### config.mk
export PLATFORM = sky130hd
export DESIGN_NAME = cam_frame_writer
export DESIGN_NICKNAME = d
export VERILOG_FILES = /design/src/rtl/cam_frame_writer.sv
export SDC_FILE = /design/constraint.sdc
export NUM_CORES = 1
export LEC_CHECK = 0
export BUFFER_PORTS_ARGS = -buffer_cell sky130_fd_sc_hd__clkbuf_2
export CAP_MARGIN = 20
export CORE_UTILIZATION = 25
export DETAILED_ROUTE_END_ITERATION = 7
export GPL_ROUTABILITY_DRIVEN = 0
export HOLD_SLACK_MARGIN = 0.06
export PLACE_DENSITY = 0.38
export REMOVE_ABC_BUFFERS = 1
export SLEW_MARGIN = 5
export SYNTH_ARGS = -nofsm -noshare
export SYNTH_HDL_FRONTEND = slang
export SYNTH_SLANG_ARGS = --single-unit
### constraint.sdc
create_clock -name clk -period 7.09 [get_ports clk]
set_clock_uncertainty 0.05 [all_clocks]
set_input_delay 0.709 -clock clk [delete_from_list [all_inputs] [get_ports clk]]
set_output_delay 0.709 -clock clk [all_outputs]
set_load 0.005 [all_outputs]
### src/rtl/cam_frame_writer.sv
// Tags captured camera pixels with linear frame-buffer addresses and streams
// {addr,pixel} through a small FIFO to a valid/ready memory write port.
module cam_frame_writer #(
  parameter int H_RES      = 320,
  parameter int V_RES      = 240,
  parameter int ADDR_W     = 17,
  parameter int FIFO_DEPTH = 16
) (
  input  logic              clk,
  input  logic              rst,
  input  logic              capture,
  input  logic              end_frame,
  input  logic              end_line,
  input  logic              new_pixel,
  input  logic [15:0]       pixel,
  output logic              wr_valid,
  input  logic              wr_ready,
  output logic [ADDR_W-1:0] wr_addr,
  output logic [15:0]       wr_data,
  output logic              busy,
  output logic              frame_done,
  output logic              overflow,
  output logic              line_err
);

  localparam int XW = $clog2(H_RES + 1);
  localparam int YW = $clog2(V_RES + 1);
  localparam int PW = $clog2(FIFO_DEPTH);
  localparam int CW = PW + 1;
  localparam logic [XW-1:0] H_MAX  = XW'(H_RES);
  localparam logic [YW-1:0] V_MAX  = YW'(V_RES);
  localparam logic [CW-1:0] DEPTH  = CW'(FIFO_DEPTH);

  typedef enum logic [1:0] {IDLE, ARMED, CAPTURE, FLUSH} state_t;

  state_t              state;
  logic [XW-1:0]       x;
  logic [YW-1:0]       y;
  logic [ADDR_W-1:0]   addr;

  logic [ADDR_W+15:0]  mem [FIFO_DEPTH];
  logic [PW-1:0]       wptr;
  logic [PW-1:0]       rptr;
  logic [CW-1:0]       count;

  logic                in_range;
  logic                push_req;
  logic                fifo_full;
  logic                push;
  logic                pop;
  logic [XW-1:0]       x_after;

  assign in_range  = (x < H_MAX) && (y < V_MAX);
  assign push_req  = (state == CAPTURE) && new_pixel && in_range;
  assign fifo_full = (count == DEPTH);
  assign push      = push_req && !fifo_full;
  assign pop       = wr_valid && wr_ready;
  // The pixel of a coincident new_pixel+end_line counts toward the line length.
  assign x_after   = (new_pixel && (x < H_MAX)) ? x + 1'b1 : x;

  assign wr_valid  = (count != '0);
  assign {wr_addr, wr_data} = mem[rptr];
  assign busy      = (state != IDLE);

  always_ff @(posedge clk) begin
    if (push) mem[wptr] <= {addr, pixel};
  end

  always_ff @(posedge clk) begin
    if (rst) begin
      wptr  <= '0;
      rptr  <= '0;
      count <= '0;
    end else begin
      if (push) wptr <= wptr + 1'b1;
      if (pop)  rptr <= rptr + 1'b1;
      case ({push, pop})
        2'b10:   count <= count + 1'b1;
        2'b01:   count <= count - 1'b1;
        default: count <= count;
      endcase
    end
  end

  // addr tracks y*H_RES+x incrementally; short lines leave it behind on purpose.
  always_ff @(posedge clk) begin
    if (rst) begin
      state      <= IDLE;
      x          <= '0;
      y          <= '0;
      addr       <= '0;
      frame_done <= 1'b0;
      overflow   <= 1'b0;
      line_err   <= 1'b0;
    end else begin
      frame_done <= 1'b0;
      case (state)
        IDLE: begin
          if (capture) begin
            state    <= ARMED;
            overflow <= 1'b0;
            line_err <= 1'b0;
          end
        end
        ARMED: begin
          if (end_frame) begin
            state <= CAPTURE;
            x     <= '0;
            y     <= '0;
            addr  <= '0;
          end
        end
        CAPTURE: begin
          if (push_req) addr <= addr + 1'b1;
          if (push_req && fifo_full) overflow <= 1'b1;
          if (end_line) begin
            if ((y < V_MAX) && (x_after != H_MAX)) line_err <= 1'b1;
            x <= '0;
            if (y < V_MAX) y <= y + 1'b1;
          end else begin
            x <= x_after;
          end
          if (end_frame) state <= FLUSH;
        end
        FLUSH: begin
          if (count == '0) begin
            state      <= IDLE;
            frame_done <= 1'b1;
          end
        end
        default: state <= IDLE;
      endcase
    end
  end

endmodule

==> results.py, run 1 <==
metrics = {
    "flow_run": {
        "maxCapViolations": 0,
    },
    "timing": {
        "hold_ws_ns": 0.3643,
        "fmax_mhz": 238.2,
        "worst_slack_ns": 2.891,
        "period_needed_ns": 4.199,
        "finalSetupViolCount": 0,
        "slew_headroom_pct": 31.18,
        "hold_violations": 0,
        "tns_ns": 0,
        "worst_pin_slew_ns": 1.032,
        "finalCritPeriodShare_pct": 59.22,
        "maxSlewViolCount": 0,
        "rsz0062_at_grt": "false",
    },
    "cts": {
        "tritoncts": "done",
        "cts_hold_buf": 0,
        "cts.path.max_buffers": 3,
        "path_clk_slew_ns": 0.06,
        "postCtsSetupRepairBufs": 0,
        "cts_made_buffers": 70,
        "h-tree-depth": 3,
        "clk_latency_ns": 0.61,
        "cts.sinks": 584,
        "cts_resized": 0,
        "clockRootBuffer": "clkbuf_16",
    },
    "synthesis": {
        "syn-cell-area_um2": 22790,
        "synth-main-ff-cell": "edfxtp_1",
        "synth-compound-area-share_pct": 1.592,
        "yosys.area_share.simple_pct": 3.617,
        "synth-edff-count": 528,
        "async_flop_share_pct": 0,
        "yosys_warnings": 0,
        "ys_seq_area_share_pct": 74.48,
        "ys_ff_latch": 584,
        "syn_area_per_cell_um2": 20.72,
        "synth_top_family_by_area": "multiplexers",
        "synth_xor_area_share_pct": 1.345,
        "synth_cells": 1100,
        "synthDistinctLibCells": 49,
        "synth_fa_ha_area_share_pct": 0.9331,
        "synthMuxAreaShare_pct": 16.57,
    },
    "critical_path": {
        "crit_fanout": 53,
        "cp.arrival_ns": 3.44,
        "crit_path_end_kind": "primary output",
        "critPathRequiredTime_ns": 6.33,
        "critPathKind": "flip-flop to primary output",
        "rr_worst_depth": 7,
        "start_kind": "flip-flop",
    },
    "place": {
        "dp_slack_ns": 3.405,
        "postPlaceCellArea_um2": 24580,
        "dp.cells": 2303,
        "hpwl_um": 26960,
        "numPortBuffers": 60,
    },
    "final_layout": {
        "syn_to_final_growth_pct": 17.82,
        "fin_util_pct": 29.79,
        "nNetsFinal": 1239,
        "final_cell_mix": "edfxtp_1, mux4_2, clkbuf_16",
        "final_common_cell": "edfxtp_1",
        "antenna_cells": 0,
        "instances_no_fill": 2429,
        "fin_area_um2": 26860,
        "drive_gt1_share_pct": 29.37,
    },
    "floorplan": {
        "ios": 61,
        "rows": 110,
        "die_height_um": 304.0,
        "dieWidth_um": 304.0,
        "core_area_um2": 90150,
        "initial_core_util_pct": 25.29,
        "dieArea_um2": 92390,
    },
    "global_route": {
        "track_usage_pct": 12.33,
        "grt_pass1_vias": 11960,
        "grt_overflow_total": 0,
        "antenna_found_initial": 0,
        "grt_pass1_wl_um": 83280,
        "grt_max_degree": 82,
    },
    "min_path": {
        "hold_depth": 4,
        "min_path_type": "input port to flip-flop",
    },
    "detailed_routing": {
        "num_vias": 10840,
        "dr.pass1.iters": 6,
        "drtAntennaViolNets": 0,
        "drt-initial-drc-count": 808,
        "drcViolationCount": 0,
        "drt_wl_total_um": 55930,
        "via_per_inst": 4.462,
        "routedWlPerCell_um": 23.02,
    },
    "pwr": {
        "p_leak_nw": 8.207,
        "power_density_nw_per_um2": 306.0,
        "total_power_mw": 8.218,
        "vdd_drop_max_uv": 154.6,
    },
    "status": {
        "outcome": "complete, no violations",
    },
}
-- metal layers --
metal / vias up / global-route usage [%] / share of wire (%)
li1: 4729 / - / -
met1: 5846 / 17.27 / 47
met2: 186 / 19.73 / 47
met3: 78 / 1.999 / 3.4
met4: 0 / 3.423 / 1.8
met5: - / 0 / 0
-- where the power goes --
part	total (mW)	internal (mW)	switching, mW
Combinational	0.852	0.405	0.446
Sequential	3.86	3.80	0.0608
Clock	3.51	2.06	1.45
Total	8.22	6.26	1.96
-- worst max-delay path, cell delays in order, from the launching register on --
cell and delay [ns]:
dfxtp_4 0.93, buf_4 0.75, mux4_2 0.42, mux4_2 0.52, clkbuf_2 0.14
-- cells by family (layout without fill, tap and decap cells) --
family | after synthesis | count (layout)
flip-flops | 584 | 584
multiplexers | 171 | 171
AND/OR/NAND/NOR | 168 | 168
buffers and inverters | 67 | 220
AO/OA/AOI/OAI | 58 | 58
XOR/XNOR | 35 | 35
adder cells (fa/ha/maj) | 17 | 17
-- registers in the layout, summed over array words and instances (netlist names), named ones only --
register,flops
wptr,4
y,8
x,9
overflow,1
rptr,4
state,2
frame_done,1
line_err,1
mem,528
count,5
addr,17
-- path summary, 6_finish.rpt --
path / start / end / slack [ns]
setup / recovery: flip-flop / wr_addr[16] / 2.89
hold / removal: capture / overflow / 0.36
setup reg to reg: state[0] / mem[13][1] / 3.65
hold reg to reg: overflow / overflow / 0.42
-- layout make-up --
type                            count  area, µm²
Fill cell                        8710      63290
Sequential cell                   584      16990
Multi-Input combinational cell    449       5593
Clock buffer                       94       1904
Tap cell                         1176       1471
Timing Repair Buffer               82      478.0
Clock inverter                     32      376.6
Inverter                           12      45.04
-- synth_stat cells, types with 10 or more instances --
cell | count | area share [%]
edfxtp_1 | 528 | 70
mux4_2 | 165 | 16
nor2_1 | 63 | 1.0
dfxtp_1 | 56 | 4.9
clkbuf_1 | 26 | 0.43
nand2_1 | 25 | 0.41
xnor2_1 | 25 | 0.96
a21oi_1 | 22 | 0.48
nor3_1 | 18 | 0.40
ha_1 | 17 | 0.93
nand3_1 | 13 | 0.29
inv_1 | 12 | 0.20
o21ai_0 | 11 | 0.24
nand4_1 | 10 | 0.27
nor4_1 | 10 | 0.27
xor2_1 | 10 | 0.38
Note: power is estimated with default switching activity, not from simulation.
==> inputs of run 2 (changes only) <==
clock period = 4 ns   (was 7.09 ns; I/O delays follow)
==> run 2 against run 1 <==
  * Wire length is 1.7% lower
  * Critical endpoint is now wr_addr[7]
  * Via count hardly changed
  * Core utilization is 0.26 points higher
  * Highest routed layer unchanged
==> results.py, run 2 (synthesis gave the netlist of run 1 again) <==
metrics = {
    "status": {
        "outcome": "complete, no violations",
    },
    "detailed_routing": {
        "drt-initial-drc-count": 713,
        "via_per_inst": 4.430,
        "drtAntennaViolNets": 0,
        "routedWlPerCell_um": 22.45,
        "num_vias": 10850,
        "drt_wl_total_um": 54950,
        "drcViolationCount": 0,
        "dr.pass1.iters": 4,
    },
    "final_layout": {
        "antenna_cells": 0,
        "nNetsFinal": 1258,
        "largest_reg_flops": 528,
        "num-fill-cells": 8727,
        "reg.largest.list": "mem (528), addr (17), x (9)",
        "instances_no_fill": 2448,
        "syn_to_final_growth_pct": 18.85,
        "final_common_cell": "edfxtp_1",
        "drive_gt1_share_pct": 30.35,
        "final_cell_mix": "edfxtp_1, mux4_2, clkbuf_16",
        "regMostFlops": "mem",
        "fin_util_pct": 30.05,
    },
    "critical_path": {
        "r2r_setup_slack_ns": 0.96,
        "crit_buf_inv": 2,
        "cp_top_family": "multiplexers",
        "cpMostUsedCell": "mux4_2",
        "critPathMaxStageDelay_ns": 0.78,
        "crit_chain": "buf_12 -> mux4_2 -> mux4_2 -> clkbuf_2",
        "critPathRequiredTime_ns": 3.55,
        "cp.arrival_ns": 2.92,
        "rr_worst_depth": 11,
        "r2r-end": "count[2]",
        "start_kind": "flip-flop",
        "cp-endpoint": "wr_addr[7]",
        "reg2reg_from": "count[2]",
        "crit_fanout": 28,
        "cp_slowest_cell": "dfxtp_4",
        "critPathKind": "flip-flop to primary output",
        "worstSetupPathDepth": 4,
        "crit_path_end_kind": "primary output",
    },
    "cts": {
        "path_clk_slew_ns": 0.06,
        "clockRootBuffer": "clkbuf_16",
        "tritoncts": "done",
        "postCtsSetupRepairBufs": 0,
        "h-tree-depth": 3,
        "cts_hold_buf": 0,
        "clk_latency_ns": 0.60,
        "cts.path.max_buffers": 3,
        "cts_resized": 0,
        "cts.sinks": 584,
        "cts_made_buffers": 69,
    },
    "global_route": {
        "track_usage_pct": 12.05,
        "antenna_found_initial": 0,
        "grt_pass1_vias": 11720,
        "grt_pass1_wl_um": 81770,
        "grt_max_degree": 41,
        "grt_overflow_total": 0,
    },
    "timing": {
        "finalCritPeriodShare_pct": 84.30,
        "slew_headroom_pct": 35.66,
        "period_needed_ns": 3.372,
        "fmax_mhz": 296.6,
        "maxSlewViolCount": 0,
        "hold_violations": 0,
        "finalSetupViolCount": 0,
        "rsz0062_at_grt": "false",
        "worst_pin_slew_ns": 0.9651,
    },
    "pwr": {
        "power_frac_comb_pct": 10.7,
        "p_int_mw": 11.06,
        "clkPwrFrac_pct": 42.2,
        "p_sw_mw": 3.502,
        "p_leak_nw": 8.422,
        "seqPwrFrac_pct": 47.1,
        "total_power_mw": 14.56,
        "p_sw_share_pct": 24.05,
        "vdd_drop_max_uv": 290.0,
        "power_density_nw_per_um2": 537.5,
    },
    "floorplan": {
        "dieArea_um2": 92390,
        "initial_core_util_pct": 25.29,
        "ios": 61,
        "die_height_um": 304.0,
        "rows": 110,
        "dieWidth_um": 304.0,
        "core_area_um2": 90150,
    },
    "min_path": {
        "min_path_type": "input port to flip-flop",
    },
    "place": {
        "dp.cells": 2323,
        "numPortBuffers": 60,
        "hpwl_um": 31050,
    },
    "flow_run": {
        "maxCapViolations": 0,
    },
}
run 2: cell count changes in the layout (fill, tap and decap cells not counted), sizes merged:
cell      before  now
buf           22   42
inv           12   15
clkinvlp       2    0
clkinv        26   27
clkbuf       154  151
run 2: stage by stage:
stage | instance area, µm² | TNS (ns) | worst slack (ns) | hold slack, ns
floorplan | 22500 | -120.07 | -3.039 | 0.4065
global placement | 24860 | 0 | 1.044 | 0.4196
detailed placement | 24860 | 0 | 0.9944 | 0.4255
CTS | 27090 | 0 | 0.4889 | 0.06468
global route | 27090 | 0 | 0.4285 | 0.1176
finish | 27090 | 0 | 0.6280 | 0.1031
run 2: worst min-delay path by stage:
stage / endpoint / slack, ns / from / cells past startpoint
after floorplan: overflow / 0.41 / overflow / 2
after global placement: overflow / 0.42 / overflow / 2
after detailed placement: overflow / 0.43 / overflow / 2
after CTS: overflow / 0.06 / capture / 4
after global routing: overflow / 0.12 / capture / 4
final: overflow / 0.10 / capture / 4
run 2: layout make-up:
cell class / count / area [µm²] / share of cell area [%]
multi-input cells: 449 / 5593 / 20.64
repair buffers: 102 / 765.7 / 2.827
clock inverters: 34 / 387.9 / 1.432
flip-flops and latches: 584 / 16990 / 62.71
well taps: 1176 / 1471 / 5.431
inverters: 12 / 45.04 / 0.1663
clock buffers: 91 / 1839 / 6.789
run 2: tightest hold or removal path, cell delays in order:
cell and delay, ns:
clkbuf_2 0.09, nand2_1 0.07, nand2_1 0.07, a21oi_1 0.05
run 2: power by group through the flow:
stage | Sequential (mW) | Combinational [mW] | Clock (mW)
finish | 6.86 | 1.57 | 6.14
global route | 6.88 | 1.72 | 6.58
CTS | 6.87 | 1.63 | 6.37
detailed placement | 6.99 | 1.62 | 0
global placement | 6.99 | 1.62 | 0
floorplan | 7.08 | 1.03 | 0
run 2: routing by layer:
metal  share of wire [%]  wire length (µm)  global-route usage (%)  vias to the layer above
met5                   0                 0                       0                        -
met4                 1.9              1030                   3.140                        0
met3                 4.0              2225                   2.277                       70
met2                  47             25600                   18.74                      197
met1                  47             26090                   17.22                     5797
li1                    -                 -                       -                     4781
